==> config.mk <==
export PLATFORM = sky130hd
export DESIGN_NAME = float_arg_max_accum
export DESIGN_NICKNAME = d
export VERILOG_FILES = /design/src/rtl/float_unit_pkg.sv /design/src/rtl/float_greater_than.sv /design/src/rtl/float_arg_max_accum.sv
export SDC_FILE = /design/constraint.sdc
export NUM_CORES = 1
export LEC_CHECK = 0
export ABC_AREA = 0
export BUFFER_PORTS_ARGS = -buffer_cell sky130_fd_sc_hd__buf_2
export CORE_MARGIN = 5
export CORE_UTILIZATION = 56
export DETAILED_ROUTE_END_ITERATION = 8
export GPL_TIMING_DRIVEN = 0
export PLACE_DENSITY_LB_ADDON = 0.05
export SETUP_SLACK_MARGIN = 0.5
export SLEW_MARGIN = 20
export SYNTH_ARGS = -nofsm -noshare
export SYNTH_HDL_FRONTEND = slang
export SYNTH_SLANG_ARGS = --single-unit
export TNS_END_PERCENT = 100
==> constraint.sdc <==
create_clock -name clk -period 4.2 [get_ports clk]
set_clock_uncertainty 0.05 [all_clocks]
set_input_delay 0.21 -clock clk [delete_from_list [all_inputs] [get_ports clk]]
set_output_delay 0.21 -clock clk [all_outputs]
set_load 0.02 [all_outputs]
==> src/rtl/float_unit_pkg.sv <==
// Shared definitions for the fabric's float units: state encodings and
// width-generic float classification helpers.
package float_unit_pkg;

    typedef enum logic [1:0] {
        ST_IDLE  = 2'd0,
        ST_DELAY = 2'd1,
        ST_ACCUM = 2'd2,
        ST_DONE  = 2'd3
    } state_t;

    // Helpers work on a 64-bit zero-extended container so any DATA_W up to 64 fits.
    function automatic logic [63:0] neg_inf(input int data_w, input int exp_w);
        logic [63:0] v;
        v = '0;
        for (int i = 0; i < 64; i++) begin
            if (i >= data_w - 1 - exp_w && i < data_w) v[i] = 1'b1;
        end
        return v;
    endfunction

    function automatic logic is_nan(input logic [63:0] x, input int data_w, input int exp_w);
        logic [63:0] exp_mask;
        logic [63:0] man_mask;
        exp_mask = '0;
        man_mask = '0;
        for (int i = 0; i < 64; i++) begin
            if (i < data_w - 1 - exp_w)  man_mask[i] = 1'b1;
            else if (i < data_w - 1)     exp_mask[i] = 1'b1;
        end
        return ((x & exp_mask) == exp_mask) && ((x & man_mask) != '0);
    endfunction

endpackage

==> src/rtl/float_greater_than.sv <==
// Strict sign-magnitude "a > b" for IEEE-style floats; any NaN operand yields 0.
module float_greater_than
    import float_unit_pkg::*;
#(
    parameter int DATA_W = 32,
    parameter int EXP_W  = 8
) (
    input  logic [DATA_W-1:0] a,
    input  logic [DATA_W-1:0] b,
    output logic              gt
);

    localparam logic [DATA_W-1:0] SIGN_BIT = {1'b1, {(DATA_W-1){1'b0}}};

    logic [DATA_W-1:0] w_key_a;
    logic [DATA_W-1:0] w_key_b;
    logic              w_nan_a;
    logic              w_nan_b;

    // Map to an unsigned key whose natural order matches float order:
    // negatives are inverted (bigger magnitude -> smaller key), positives get the top bit.
    assign w_key_a = a[DATA_W-1] ? ~a : (a | SIGN_BIT);
    assign w_key_b = b[DATA_W-1] ? ~b : (b | SIGN_BIT);

    assign w_nan_a = is_nan(64'(a), DATA_W, EXP_W);
    assign w_nan_b = is_nan(64'(b), DATA_W, EXP_W);

    assign gt = !w_nan_a && !w_nan_b && (w_key_a > w_key_b);

endmodule

==> src/rtl/float_arg_max_accum.sv <==
// Streaming arg-max reduction: folds a vector of floats into its maximum,
// the index where it first occurred, and a done/found status word.
module float_arg_max_accum
    import float_unit_pkg::*;
#(
    parameter int DATA_W = 32,
    parameter int EXP_W  = 8,
    parameter int IDX_W  = 16
) (
    input  logic              clk,
    input  logic              rst,
    input  logic              running,
    input  logic              run,
    input  logic [DATA_W-1:0] in0,
    input  logic [IDX_W-1:0]  length,
    input  logic [IDX_W-1:0]  delay,
    output logic [DATA_W-1:0] out0,
    output logic [DATA_W-1:0] out1,
    output logic [DATA_W-1:0] out2
);

    localparam logic [DATA_W-1:0] NEG_INF = DATA_W'(neg_inf(DATA_W, EXP_W));

    state_t            r_state;
    logic [IDX_W-1:0]  r_len;
    logic [IDX_W-1:0]  r_dly;
    logic [IDX_W-1:0]  r_idx;
    logic [IDX_W-1:0]  r_arg;
    logic [DATA_W-1:0] r_max;
    logic              r_found;
    logic              r_done;

    logic              w_in_nan;
    logic              w_gt;
    logic              w_last;
    state_t            w_start_state;

    float_greater_than #(
        .DATA_W (DATA_W),
        .EXP_W  (EXP_W)
    ) u_gt (
        .a  (in0),
        .b  (r_max),
        .gt (w_gt)
    );

    assign w_in_nan = is_nan(64'(in0), DATA_W, EXP_W);
    assign w_last   = (r_idx == r_len - 1'b1);

    always_comb begin
        w_start_state = ST_DONE;
        if (delay != '0)       w_start_state = ST_DELAY;
        else if (length != '0) w_start_state = ST_ACCUM;
    end

    always_ff @(posedge clk or posedge rst) begin
        if (rst) begin
            r_state <= ST_IDLE;
            r_len   <= '0;
            r_dly   <= '0;
            r_idx   <= '0;
            r_arg   <= '0;
            r_max   <= '0;
            r_found <= 1'b0;
            r_done  <= 1'b0;
        end else if (run) begin
            // A restart ignores running and discards any partial result.
            r_state <= w_start_state;
            r_len   <= length;
            r_dly   <= delay;
            r_idx   <= '0;
            r_arg   <= '0;
            r_max   <= NEG_INF;
            r_found <= 1'b0;
            r_done  <= (delay == '0) && (length == '0);
        end else if (running) begin
            case (r_state)
                ST_DELAY: begin
                    r_dly <= r_dly - 1'b1;
                    if (r_dly == IDX_W'(1)) begin
                        r_state <= (r_len == '0) ? ST_DONE : ST_ACCUM;
                        r_done  <= (r_len == '0);
                    end
                end
                ST_ACCUM: begin
                    if (!w_in_nan && (!r_found || w_gt)) begin
                        r_max   <= in0;
                        r_arg   <= r_idx;
                        r_found <= 1'b1;
                    end
                    if (w_last) begin
                        r_state <= ST_DONE;
                        r_done  <= 1'b1;
                    end else begin
                        r_idx <= r_idx + 1'b1;
                    end
                end
                ST_IDLE, ST_DONE: begin
                    r_state <= r_state;
                end
                default: r_state <= ST_IDLE;
            endcase
        end
    end

    assign out0 = r_max;
    assign out1 = DATA_W'(r_arg);
    assign out2 = {{(DATA_W-2){1'b0}}, r_found, r_done};

endmodule

==> results_tabular.tex, run 1 <==
\begin{tabular}{lr}
\hline
Metric & Value \\
\hline
\multicolumn{2}{l}{\textbf{Run status}} \\
\quad Outcome & finished clean \\
\multicolumn{2}{l}{\textbf{CTS}} \\
\quad CTS root buf & sky130\_fd\_sc\_hd\_\_clkbuf\_16 \\
\quad Reg clk slew, reported paths & 0.07 ns \\
\quad TritonCTS Sinks & 100 \\
\quad Number of clock buffers inserted by TritonCTS & 9 \\
\quad Number of buffers inserted to repair setup after CTS & 0 \\
\quad CTS Buffer Depth & 2 \\
\quad Worst-Skew Late Latency & 0.36 ns \\
\quad Clock tree from TritonCTS & built \\
\quad \# H-tree levels & 3 \\
\multicolumn{2}{l}{\textbf{Synthesis}} \\
\quad Sequential-to-total area share from yosys stat & between 30\% and 40\% \\
\quad Dominant cell type by area after synthesis & sky130\_fd\_sc\_hd\_\_dfrtp\_1 \\
\quad Post-synthesis instance total & about 900 \\
\quad Average size of a mapped cell & a little under 9 sq um \\
\quad Yosys top cell area share & a little under a third \\
\quad Top post-synthesis cells by area & sky130\_fd\_sc\_hd\_\_dfrtp\_1 32\%, sky130\_fd\_sc\_hd\_\_ha\_1 6.2\%, sky130\_fd\_sc\_hd\_\_xnor2\_1 6.1\% \\
\quad Flip-flop and latch count after synthesis & 100 \\
\quad Synth cell types & 59 \\
\quad Number of enable flip-flop cells after synthesis & 0 \\
\quad Dominant synthesized flop cell & sky130\_fd\_sc\_hd\_\_dfrtp\_1 \\
\quad Share of synthesized flip-flops with an asynchronous set or reset & 100\% \\
\quad Synth warnings & 0 \\
\quad Area of the mapped netlist & between 7000 and 8000 sq um \\
\multicolumn{2}{l}{\textbf{Placed design}} \\
\quad Port-buffer cells & roughly 120 \\
\quad Final Wtd Congestion & just under 0.9 \\
\quad Dpl hpwl & between 15 and 20 mm \\
\multicolumn{2}{l}{\textbf{Route}} \\
\quad Drt drc & 0 \\
\quad Total length of routed wires & roughly 22 mm \\
\quad Average vias per placed instance & 5.80 \\
\quad Via count of the routed design & about 7300 \\
\quad Final routed wire length divided by cell count & roughly 17 um \\
\quad 1st-iter DRT viols & just under 600 \\
\quad Final antenna-violating net count & 0 \\
\quad Router iterations before antenna repair & 7 \\
\multicolumn{2}{l}{\textbf{Worst setup path}} \\
\quad Category of the worst setup path capture point & flop \\
\quad Worst reg2reg path depth & 13 \\
\quad Critical path arrival & around 3.7 ns \\
\quad CP Max Fanout & 10 \\
\quad CP startpoint kind & flop \\
\quad Crit Path Class & flop to flop \\
\quad Data required time at the worst endpoint & $\sim$4.4 ns \\
\multicolumn{2}{l}{\textbf{Timing}} \\
\quad Total negative slack for setup checks & 0 ns \\
\quad Setup-violating endpoint count in the final report & 0 \\
\quad Worst slew pin tran & $\sim$0.68 ns \\
\quad RSZ-0062 raised after global routing & no \\
\quad Number of slew-limit violations in the final report & 0 \\
\quad Fmax & around 0.28 GHz \\
\quad Fin Hold WS & about 0.025 ns \\
\quad Final Cycle Share & between 80 and 90\% \\
\quad Clock period minus worst slack & between 3 and 4 ns \\
\quad Final Hold Violating Endpoints & 0 \\
\quad Headroom to the max-slew limit & a little over half \\
\multicolumn{2}{l}{\textbf{Die}} \\
\quad Die width & $\sim$130 um \\
\quad Die Y-Extent & $\sim$130 um \\
\quad Initial core utilization & a little under three fifths \\
\quad Placeable core region & about 14000 sq um \\
\quad Full die area & between 15000 and 20000 sq um \\
\quad Boundary pin count & roughly 160 \\
\quad Core Rows & 43 \\
\multicolumn{2}{l}{\textbf{Final layout}} \\
\quad Area used by sequential logic in the layout & 2500 sq um \\
\quad Most frequent cells in the layout & 119 x sky130\_fd\_sc\_hd\_\_buf\_2, 100 x sky130\_fd\_sc\_hd\_\_dfrtp\_1, 80 x sky130\_fd\_sc\_hd\_\_nand3\_1, 55 x sky130\_fd\_sc\_hd\_\_xnor2\_1, 53 x sky130\_fd\_sc\_hd\_\_clkbuf\_1 \\
\quad Fraction of final layout cells sized beyond drive strength 1 & 21.2\% \\
\quad Antenna Diode Count & 0 \\
\quad Final standard cell utilization of the core & around 67\% \\
\quad Synth-to-Final Area Change & 17.7\% \\
\quad Leading cell type in the layout, fill and taps excluded & sky130\_fd\_sc\_hd\_\_buf\_2 \\
\quad Final nets & 1184 \\
\quad Area occupied by multi-input gates & between 4000 and 5000 sq um \\
\quad Filler cell count & $\sim$1200 \\
\multicolumn{2}{l}{\textbf{Global routing}} \\
\quad First-pass GRT wire length & roughly 35 mm \\
\quad Antenna violations before repair & 0 \\
\quad All-Layer GR Usage & about 26\% \\
\quad Via count of the first global-routing pass & 6677 \\
\quad Gr ovfl total & 0 \\
\quad Largest net degree at the start of global routing & slightly below 70 \\
\multicolumn{2}{l}{\textbf{Pwr}} \\
\quad Pwr/cell area & between 200 and 300 nW/um\^{}2 \\
\quad Maximum VDD drop & 0.000267 V \\
\quad Leakage power & slightly above 0.004 uW \\
\multicolumn{2}{l}{\textbf{Hold path}} \\
\quad Depth of the worst hold-timing path & 3 \\
\quad Tightest Hold Check Type & primary input to flop \\
\multicolumn{2}{l}{\textbf{Flow run}} \\
\quad Max-capacitance violation count & 0 \\
\hline
\end{tabular}
==> logic make-up (layout without fill, tap and decap cells) <==
kind of cell	count (synthesis)	in the layout	synth area share, %
flip-flops	100	100	31.9
XOR/XNOR	102	102	11.4
adder cells (fa/ha/maj)	39	39	6.22
buffers and inverters	143	277	9.44
AND/OR/NAND/NOR	332	332	23.4
multiplexers	24	24	3.45
AO/OA/AOI/OAI	162	162	14.2
other	1	46	0.0478
==> flip-flops by register name, summed over array words and instances, names as in the netlist <==
| name | flops |
|---|---|
| r_found | 1 |
| r_dly | 16 |
| r_done | 1 |
| r_len | 16 |
| r_idx | 16 |
| r_state | 2 |
| r_arg | 16 |
| out0 | 32 |
==> report_power, final <==
part | internal [uW] | total, uW | switching (uW)
registers | 1010 | 1070 | 61.3
clock network | 536 | 918 | 382
logic | 273 | 743 | 470
==> Yosys cell counts (all sizes together) (2+ instances only) <==
cell type  number
xor2           47
buf            63
a311oi          2
nor2b          14
nor3b          42
nand3          80
or2             3
and3            5
or4             8
and4            2
o211a           2
a21oi          12
ha             39
and2            3
o31a            3
a31oi          40
nor4           31
nor2           41
mux2           21
nand4          31
o221ai          3
a21o           12
or3             3
o211ai         51
clkbuf         56
mux2i           3
nand2          46
xnor2          55
inv            24
a211oi          2
nor3           16
nand2b          4
dfrtp         100
o21ai          25
==> area by class of cell <==
cell class	instances	area share, %
Multi-Input combinational cell	705	52.0
Sequential cell	100	27.1
Buffer	119	7.28
Timing Repair Buffer	118	6.70
Clock buffer	11	2.63
Tap cell	180	2.44
Inverter	24	1.03
Clock inverter	5	0.813
==> worst max-delay path, cell delays in order, from the launching register on <==
cell	delay, ns
sky130_fd_sc_hd__dfrtp_1	0.39
sky130_fd_sc_hd__clkbuf_2	0.17
sky130_fd_sc_hd__buf_4	0.22
sky130_fd_sc_hd__xnor2_1	0.16
sky130_fd_sc_hd__ha_1	0.33
sky130_fd_sc_hd__nand4_1	0.24
sky130_fd_sc_hd__nor4_2	0.37
sky130_fd_sc_hd__nand4_1	0.13
sky130_fd_sc_hd__o21ai_0	0.27
sky130_fd_sc_hd__o22a_1	0.20
sky130_fd_sc_hd__clkbuf_2	0.19
sky130_fd_sc_hd__clkbuf_2	0.25
sky130_fd_sc_hd__buf_2	0.27
sky130_fd_sc_hd__o211ai_1	0.14
==> what timing repair did <==
item,4_1_cts,5_1_grt
setup endpoints to repair,48,48
hold buffers,1,0
cloned,0,0
hold endpoints to repair,32,0
gates resized for setup,12,9
==> stage by stage <==
step | instances | power [uW] | setup WS (ns) | instance area [sq um]
final | 1262 | 2730 | 0.684 | 9230
after global routing | 1262 | 2860 | 0.519 | 9230
after CTS | 1262 | 2730 | 0.592 | 9210
after detailed placement | 1245 | 1810 | -0.133 | 8850
after global placement | 1244 | 1800 | -0.173 | 8820
after floorplan | 948 | 1580 | 0.610 | 8010
==> path summary, 6_finish.rpt <==
path                                       from                    to  slack (ns)
max                        out0[31]$_DFFE_PP0P_   out0[8]$_DFFE_PP0P_        0.68
min                                    delay[8]  r_dly[8]$_DFFE_PP0P_        0.03
max reg2reg                out0[31]$_DFFE_PP0P_   out0[8]$_DFFE_PP0P_        0.68
min reg2reg                  r_done$_DFFE_PP0P_    r_done$_DFFE_PP0P_        0.47
max in group asynchronous                   rst  out0[21]$_DFFE_PP0P_        3.13
min in group asynchronous                   rst  r_dly[6]$_DFFE_PP0P_        0.32
==> layer usage <==
| metal | track usage, % | up-vias | part of all wire, % |
|---|---|---|---|
| met1 | 34.6 | 3454 | 42 |
| li1 | - | 3544 | - |
| met5 | 0 | - | 0 |
| met4 | 9.11 | 0 | 2.4 |
| met2 | 42.8 | 281 | 48 |
| met3 | 4.57 | 35 | 7.4 |
Note: power is estimated with default switching activity, not from simulation.
==> inputs of run 2 (changes only) <==
==> constraint.sdc (replaced) <==
create_clock -name clk -period 3.37 [get_ports clk]
set_clock_uncertainty 0.05 [all_clocks]
set_input_delay 0.1685 -clock clk [delete_from_list [all_inputs] [get_ports clk]]
set_output_delay 0.1685 -clock clk [all_outputs]
set_load 0.02 [all_outputs]
==> run 2 against run 1 <==
  * Routed wire length grew 15%
  * Power grew 46%
  * Sequential power grew 25%
  * Clock power grew 27%
  * Core utilization grew 10 points
  * Via count grew 9.3%
  * Maximum frequency grew 13%
  * Worst hold slack lost 0.022 ns
  * Global-route usage grew 3.4 points
  * Non-clock buffer count grew 68
  * Clock-buffer cell count shrank 1
  * Setup slack lost 0.43 ns
  * Critical path type unchanged
  * Highest routed layer unchanged
==> results_tabular.tex, run 2 (synthesized netlist as in run 1, its figures left out) <==
\begin{tabular}{lr}
\hline
Metric & Value \\
\hline
\multicolumn{2}{l}{\textbf{Die}} \\
\quad Placeable core region & 13800 sq um \\
\quad Core Rows & between 40 and 50 \\
\quad Die Y-Extent & approximately 130 um \\
\quad Full die area & between 15000 and 20000 sq um \\
\quad Die width & between 100 and 150 um \\
\quad Boundary pin count & approximately 160 \\
\quad Initial core utilization & between 50 and 60\% \\
\multicolumn{2}{l}{\textbf{CTS}} \\
\quad TritonCTS Sinks & 100 \\
\quad Clock tree from TritonCTS & built \\
\quad Number of clock buffers inserted by TritonCTS & 9 \\
\quad CTS root buf & sky130\_fd\_sc\_hd\_\_clkbuf\_16 \\
\quad CTS Buffer Depth & 2 \\
\quad Reg clk slew, reported paths & 0.08 ns \\
\quad \# H-tree levels & 3 \\
\quad Worst-Skew Late Latency & $\sim$0.37 ns \\
\multicolumn{2}{l}{\textbf{Final layout}} \\
\quad Area used by sequential logic in the layout & between 2000 and 3000 sq um \\
\quad Cell area after layout & $\sim$11000 sq um \\
\quad Leading cell type in the layout, fill and taps excluded & sky130\_fd\_sc\_hd\_\_buf\_2 \\
\quad Max reg flops & 32 \\
\quad Final standard cell utilization of the core & 77.1\% \\
\quad Antenna Diode Count & 0 \\
\quad Area occupied by multi-input gates & about 5200 sq um \\
\quad Final nets & roughly 1300 \\
\quad Filler cell count & approximately 960 \\
\quad Most frequent cells in the layout & 120 x sky130\_fd\_sc\_hd\_\_buf\_2, 99 x sky130\_fd\_sc\_hd\_\_dfrtp\_1, 76 x sky130\_fd\_sc\_hd\_\_buf\_4, 57 x sky130\_fd\_sc\_hd\_\_nand3\_1, 51 x sky130\_fd\_sc\_hd\_\_o211ai\_1 \\
\quad Synth-to-Final Area Change & 35.9\% \\
\quad Fraction of final layout cells sized beyond drive strength 1 & between 30\% and 40\% \\
\multicolumn{2}{l}{\textbf{Worst setup path}} \\
\quad CP Cell Sequence & clkbuf\_16 > buf\_12 > buf\_4 > xnor2\_1 > ha\_1 > nor2b\_1 > o21a\_1 > o21ai\_2 > a21oi\_2 > nor3\_2 > o22a\_1 > buf\_8 > clkbuf\_16 > buf\_12 > nand4\_1 > o211ai\_1 \\
\quad Crit-path slowest cell & sky130\_fd\_sc\_hd\_\_dfrtp\_2 \\
\quad Critical path arrival & 3.35 ns \\
\quad CP Max Fanout & 7 \\
\quad Crit path largest cell delay & 0.42 ns \\
\quad CP startpoint kind & flop \\
\quad Crit Path Class & flop to flop \\
\quad Category of the worst setup path capture point & flop \\
\quad Data required time at the worst endpoint & $\sim$3.6 ns \\
\multicolumn{2}{l}{\textbf{Timing}} \\
\quad Fmax & around 0.32 GHz \\
\quad Final Cycle Share & 92.5\% \\
\quad Setup-violating endpoint count in the final report & 0 \\
\quad Final Hold Violating Endpoints & 0 \\
\quad Headroom to the max-slew limit & 22.7\% \\
\quad RSZ-0062 raised after global routing & yes \\
\quad Worst slew pin tran & 1.15 ns \\
\quad Clock period minus worst slack & between 3 and 4 ns \\
\quad Total negative slack for setup checks & 0 ns \\
\quad Number of slew-limit violations in the final report & 0 \\
\multicolumn{2}{l}{\textbf{Placed design}} \\
\quad Port-buffer cells & 116 \\
\quad Final Wtd Congestion & between 0.9 and 1 \\
\quad Dpl hpwl & approximately 17 mm \\
\quad Placement-stage cell area & 8990 sq um \\
\multicolumn{2}{l}{\textbf{Run status}} \\
\quad Outcome & finished clean \\
\multicolumn{2}{l}{\textbf{Global routing}} \\
\quad Gr ovfl total & 0 \\
\quad All-Layer GR Usage & between 20 and 30\% \\
\quad Largest net degree at the start of global routing & 31 \\
\quad Via count of the first global-routing pass & 7642 \\
\quad Antenna violations before repair & 0 \\
\quad First-pass GRT wire length & about 39 mm \\
\multicolumn{2}{l}{\textbf{Route}} \\
\quad Final antenna-violating net count & 0 \\
\quad Total length of routed wires & approximately 25 mm \\
\quad Drt drc & 0 \\
\quad Via count of the routed design & 7992 \\
\quad Average vias per placed instance & 6.01 \\
\quad 1st-iter DRT viols & $\sim$840 \\
\quad Final routed wire length divided by cell count & about 19 um \\
\quad Router iterations before antenna repair & 8 \\
\multicolumn{2}{l}{\textbf{Flow run}} \\
\quad Max-capacitance violation count & 0 \\
\multicolumn{2}{l}{\textbf{Pwr}} \\
\quad Pwr Total & between 3000 and 4000 uW \\
\quad Switching power summed over all nets & 1330 uW \\
\quad Maximum VDD drop & about 0.00026 V \\
\quad Switch share & between 30\% and 40\% \\
\quad Share of total power in sequential cells & between 30\% and 40\% \\
\quad Leakage power & 0.00470 uW \\
\quad Gate power share & between 30\% and 40\% \\
\quad Total internal power & between 2000 and 3000 uW \\
\quad Pwr/cell area & about 370 nW/um\^{}2 \\
\quad Clock network power share & a little under 30\% \\
\multicolumn{2}{l}{\textbf{Hold path}} \\
\quad Tightest Hold Check Type & primary input to flop \\
\hline
\end{tabular}
[run 2: final cells by class]
| type | count | share of cell area (%) |
|---|---|---|
| Buffer | 119 | 8.32 |
| Clock buffer | 10 | 2.24 |
| Clock inverter | 6 | 0.822 |
| Inverter | 24 | 0.880 |
| Multi-Input combinational cell | 705 | 49.1 |
| Sequential cell | 100 | 23.5 |
| Tap cell | 180 | 2.11 |
| Timing Repair Buffer | 186 | 13.0 |
[run 2: stage by stage]
step	hold WS [ns]	setup WS, ns	instances
floorplan	0.235	0.475	948
global placement	0.344	-0.120	1244
detailed placement	0.191	-0.143	1247
CTS	0.00178	0.315	1313
global route	0.0110	0.156	1330
finish	0.00326	0.252	1330
[run 2: power by group through the flow]
stage / registers (uW) / logic (uW) / clock network (uW)
2_1_floorplan: 1360 / 657 / 0
3_3_place_gp: 1360 / 928 / 0
3_5_place_dp: 1360 / 949 / 0
4_1_cts: 1330 / 1350 / 1170
5_1_grt: 1340 / 1570 / 1220
6_report: 1340 / 1480 / 1170
[run 2: worst paths after layout]
path | start | end | slack, ns | cells after the start
max | out0[31]$_DFFE_PP0P_ | out0[11]$_DFFE_PP0P_ | 0.25 | 16
min | length[14] | r_len[14]$_DFFE_PP0P_ | 0.003 | 2
max reg2reg | out0[31]$_DFFE_PP0P_ | out0[11]$_DFFE_PP0P_ | 0.25 | 16
min reg2reg | r_done$_DFFE_PP0P_ | r_done$_DFFE_PP0P_ | 0.48 | 1
max in group asynchronous | rst | r_arg[5]$_DFFE_PP0P_ | 2.13 | 5
min in group asynchronous | rst | r_dly[1]$_DFFE_PP0P_ | 0.36 | 3
[run 2: repair_timing]
action / in CTS / in global routing
buffers inserted: 23 / 17
endpoints found under the setup margin: 65 / 67
gates resized for setup: 85 / 56
pin swaps: 45 / 57
cloned: 9 / 0
endpoints found under the hold margin: 37 / 0
hold buffers: 18 / 0
[run 2: worst max-delay path, delay by kind of cell (launching register included)]
family	cells	cell delay, ns
buf+inv	6	0.89
flops	1	0.42
xor+xnor	1	0.12
fa+ha+maj	1	0.35
simple gates	3	0.47
compound gates	5	0.74
[run 2: metal layers]
| layer | wire, um | track usage [%] | vias to the layer above |
|---|---|---|---|
| li1 | - | - | 3697 |
| met1 | 9870 | 37.6 | 3822 |
| met4 | 1010 | 12.7 | 0 |
| met3 | 2010 | 4.48 | 84 |
| met5 | 0 | 0 | - |
| met2 | 12200 | 49.5 | 389 |
==> inputs of run 3 (changes only) <==
--- a/config.mk
+++ b/config.mk
@@ -5,10 +5,11 @@
 export SDC_FILE = /design/constraint.sdc
 export NUM_CORES = 1
 export LEC_CHECK = 0
-export ABC_AREA = 0
+export ABC_AREA = 1
 export BUFFER_PORTS_ARGS = -buffer_cell sky130_fd_sc_hd__buf_2
 export CORE_MARGIN = 5
 export CORE_UTILIZATION = 56
+export CTS_CLUSTER_DIAMETER = 100
 export DETAILED_ROUTE_END_ITERATION = 8
 export GPL_TIMING_DRIVEN = 0
 export PLACE_DENSITY_LB_ADDON = 0.05
==> run 3 against run 2 <==
  * The run now ends with negative hold slack left
  * Critical path depth is 2 higher
  * Core utilization down 7.9 points
  * Maximum frequency up 12%
  * Sequential power increased by 19%
  * Highest routed layer unchanged
  * Design area is 14% lower
  * Synthesized cell count up 12%
  * Critical path type unchanged
  * Via count fell by 7.9%
  * Register-to-register slack better by 0.33 ns
  * Worst hold slack worse by 0.0037 ns
  * First-iteration DRC count decreased by 29%
==> results_tabular.tex, run 3 <==
\begin{tabular}{lr}
\hline
Metric & Value \\
\hline
\multicolumn{2}{l}{\textbf{Run status}} \\
\quad Outcome & complete, but fails checks \\
\quad Violations in the final reports & negative hold slack \\
\multicolumn{2}{l}{\textbf{Timing}} \\
\quad RSZ-0062 raised after global routing & no \\
\quad Number of slew-limit violations in the final report & 0 \\
\quad Setup ws final & around 0.58 ns \\
\quad Setup-violating endpoint count in the final report & 0 \\
\quad Headroom to the max-slew limit & 58.2\% \\
\quad Final Cycle Share & roughly 83\% \\
\quad Final Hold Violating Endpoints & 1 \\
\quad Worst slew pin tran & between 0.6 and 0.7 ns \\
\quad Fmax & 0.359 GHz \\
\quad Clock period minus worst slack & approximately 2.8 ns \\
\quad Fin Hold WS & -0.000445 ns \\
\multicolumn{2}{l}{\textbf{Synthesis}} \\
\quad Share of synthesized flip-flops with an asynchronous set or reset & 100\% \\
\quad Sequential-to-total area share from yosys stat & about a third \\
\quad Post-synthesis instance total & 1012 \\
\quad Library cell with the highest instance count after synthesis & sky130\_fd\_sc\_hd\_\_nand2\_1 \\
\quad Synth cell types & 40 \\
\quad Average size of a mapped cell & about 7.5 sq um \\
\quad Area of the mapped netlist & 7560 sq um \\
\quad Dominant cell type by area after synthesis & sky130\_fd\_sc\_hd\_\_dfrtp\_1 \\
\quad Flip-flop and latch count after synthesis & 100 \\
\quad Top post-synthesis cells by area & sky130\_fd\_sc\_hd\_\_dfrtp\_1 33\%, sky130\_fd\_sc\_hd\_\_nand2\_1 11\%, sky130\_fd\_sc\_hd\_\_ha\_1 6.5\% \\
\quad Most common library cells after synthesis & 213 x sky130\_fd\_sc\_hd\_\_nand2\_1, 100 x sky130\_fd\_sc\_hd\_\_dfrtp\_1, 97 x sky130\_fd\_sc\_hd\_\_nor2\_1 \\
\quad Number of enable flip-flop cells after synthesis & 0 \\
\quad Dominant synthesized flop cell & sky130\_fd\_sc\_hd\_\_dfrtp\_1 \\
\quad Yosys top cell area share & between 30 and 40\% \\
\quad Synth warnings & 0 \\
\multicolumn{2}{l}{\textbf{Final layout}} \\
\quad Most frequent cells in the layout & 210 x sky130\_fd\_sc\_hd\_\_nand2\_1, 122 x sky130\_fd\_sc\_hd\_\_buf\_2, 100 x sky130\_fd\_sc\_hd\_\_dfrtp\_1, 94 x sky130\_fd\_sc\_hd\_\_nor2\_1, 76 x sky130\_fd\_sc\_hd\_\_nand3\_1 \\
\quad Area used by sequential logic in the layout & 2500 sq um \\
\quad Filler cell count & $\sim$1200 \\
\quad Max reg flops & 32 \\
\quad Leading cell type in the layout, fill and taps excluded & sky130\_fd\_sc\_hd\_\_nand2\_1 \\
\quad Final nets & 1314 \\
\quad Synth-to-Final Area Change & 21.2\% \\
\quad Cell area after layout & roughly 9200 sq um \\
\quad Antenna Diode Count & 0 \\
\quad Fraction of final layout cells sized beyond drive strength 1 & a little over a fifth \\
\quad Area occupied by multi-input gates & 4440 sq um \\
\multicolumn{2}{l}{\textbf{Worst setup path}} \\
\quad CP startpoint kind & flop \\
\quad CP Max Fanout & 10 \\
\quad Crit Path Class & flop to flop \\
\quad Startpoint of the most critical register-to-register path & out0[31]\$\_DFFE\_PP0P\_ \\
\quad Worst reg2reg path depth & 18 \\
\quad Worst setup path startpoint & out0[31]\$\_DFFE\_PP0P\_ \\
\quad Data required time at the worst endpoint & $\sim$3.6 ns \\
\quad Category of the worst setup path capture point & flop \\
\quad Critical path arrival & roughly 3.0 ns \\
\multicolumn{2}{l}{\textbf{Global routing}} \\
\quad All-Layer GR Usage & 25.9\% \\
\quad Via count of the first global-routing pass & $\sim$7000 \\
\quad First-pass GRT wire length & about 34 mm \\
\quad Gr ovfl total & 0 \\
\quad Antenna violations before repair & 0 \\
\quad Largest net degree at the start of global routing & 81 \\
\multicolumn{2}{l}{\textbf{Flow run}} \\
\quad Max-capacitance violation count & 0 \\
\multicolumn{2}{l}{\textbf{Die}} \\
\quad Boundary pin count & around 160 \\
\quad Core Rows & 42 \\
\quad Placeable core region & about 13000 sq um \\
\quad Initial core utilization & between 50\% and 60\% \\
\quad Full die area & between 15000 and 20000 sq um \\
\quad Die width & between 100 and 150 um \\
\quad Die Y-Extent & $\sim$130 um \\
\multicolumn{2}{l}{\textbf{Hold path}} \\
\quad Depth of the worst hold-timing path & 3 \\
\quad Worst Hold Launch & length[5] \\
\quad Tightest Hold Check Type & primary input to flop \\
\multicolumn{2}{l}{\textbf{CTS}} \\
\quad TritonCTS Sinks & 100 \\
\quad \# H-tree levels & 3 \\
\quad Clock tree from TritonCTS & built \\
\quad Worst-Skew Late Latency & around 0.36 ns \\
\quad CTS Buffer Depth & 2 \\
\quad Number of clock buffers inserted by TritonCTS & 9 \\
\quad CTS root buf & sky130\_fd\_sc\_hd\_\_clkbuf\_16 \\
\quad Reg clk slew, reported paths & 0.07 ns \\
\multicolumn{2}{l}{\textbf{Route}} \\
\quad Average vias per placed instance & 5.30 \\
\quad Drt drc & 0 \\
\quad Total length of routed wires & 20.9 mm \\
\quad Router iterations before antenna repair & 5 \\
\quad 1st-iter DRT viols & 600 \\
\quad Via count of the routed design & around 7400 \\
\quad Final routed wire length divided by cell count & about 15 um \\
\quad Final antenna-violating net count & 0 \\
\multicolumn{2}{l}{\textbf{Placed design}} \\
\quad Pre-CTS worst setup slack & 0.0936 ns \\
\quad Placement-stage cell area & about 8600 sq um \\
\quad Final Wtd Congestion & between 0.9 and 1 \\
\quad Port-buffer cells & roughly 120 \\
\quad Dpl hpwl & 15.8 mm \\
\multicolumn{2}{l}{\textbf{Pwr}} \\
\quad Pwr Total & approximately 4600 uW \\
\quad Pwr/cell area & 499 nW/um\^{}2 \\
\quad Maximum VDD drop & 0.000310 V \\
\quad Leakage power & roughly 0.0047 uW \\
\hline
\end{tabular}
[run 3: kinds of logic after synthesis]
logic type | after synthesis | share of synthesized area [%]
AOI/OAI and AO/OA | 111 | 8.29
DFF | 100 | 33.1
and+or+nand+nor | 510 | 30.9
muxes | 1 | 0.132
adders and majority gates | 39 | 6.45
other | 1 | 0.0496
buffers and inverters | 162 | 10.9
xor gates and xnor gates | 88 | 10.2
[run 3: critical path, stage by stage, from the launching register on]
cell,delay (ns)
sky130_fd_sc_hd__dfrtp_1,0.39
sky130_fd_sc_hd__buf_6,0.14
sky130_fd_sc_hd__buf_12,0.14
sky130_fd_sc_hd__xnor2_1,0.12
sky130_fd_sc_hd__ha_1,0.30
sky130_fd_sc_hd__nand2_1,0.07
sky130_fd_sc_hd__nor2_2,0.13
sky130_fd_sc_hd__nand4_1,0.18
sky130_fd_sc_hd__buf_4,0.20
sky130_fd_sc_hd__a21oi_2,0.12
sky130_fd_sc_hd__nor2_1,0.08
sky130_fd_sc_hd__nand2_1,0.09
sky130_fd_sc_hd__nand2_2,0.07
sky130_fd_sc_hd__nand2_4,0.09
sky130_fd_sc_hd__nand2_4,0.07
sky130_fd_sc_hd__buf_8,0.16
sky130_fd_sc_hd__buf_4,0.15
sky130_fd_sc_hd__nand3_1,0.06
sky130_fd_sc_hd__nand2_1,0.07
[run 3: metrics by stage]
step | hold WS, ns | TNS, ns | cells | utilization [%]
global placement | 0.337 | -69.81 | 1349 | 64.5
floorplan | 0.235 | 0 | 1057 | -
finish | -0.000445 | 0 | 1388 | 69.2
global route | 0.0353 | 0 | 1388 | 69.2
CTS | 0.00264 | 0 | 1382 | 68.3
detailed placement | 0.0752 | 0 | 1350 | 64.7
[run 3: path summary, 6_finish.rpt]
path | slack (ns) | to
max | 0.58 | out0[27]$_DFFE_PP0P_
min | -0.0004 | r_len[5]$_DFFE_PP0P_
max reg2reg | 0.58 | out0[27]$_DFFE_PP0P_
min reg2reg | 0.44 | r_done$_DFFE_PP0P_
max in group asynchronous | 2.38 | r_idx[4]$_DFFE_PP0P_
min in group asynchronous | 0.25 | out0[30]$_DFFE_PP0P_
[run 3: final cells by class]
class | count | share of cell area, %
plain buffers | 99 | 7.11
clock inverters | 5 | 0.396
inverters | 63 | 2.63
multi-input cells | 795 | 48.5
flip-flops and latches | 100 | 27.3
clock buffers | 11 | 2.65
repair buffers | 139 | 9.04
well taps | 176 | 2.40
[run 3: power by group]
group | switching (uW) | internal [uW]
logic | 1180 | 785
registers | 198 | 1390
clock network | 498 | 525
total | 1880 | 2700
[run 3: routing by layer]
metal	part of all wire [%]	GRT usage (%)
met5	0	0
met4	2.0	8.20
met3	6.6	3.18
met2	48	44.1
met1	43	34.5
[run 3: repair_timing]
action / in CTS / in global routing
setup endpoints to repair: 48 / 48
endpoints found under the hold margin: 34 / 0
hold buffers: 15 / 0
pin swaps: 2 / 10
buffers inserted: 1 / 5
gates cloned: 0 / 1
resized for setup: 13 / 27
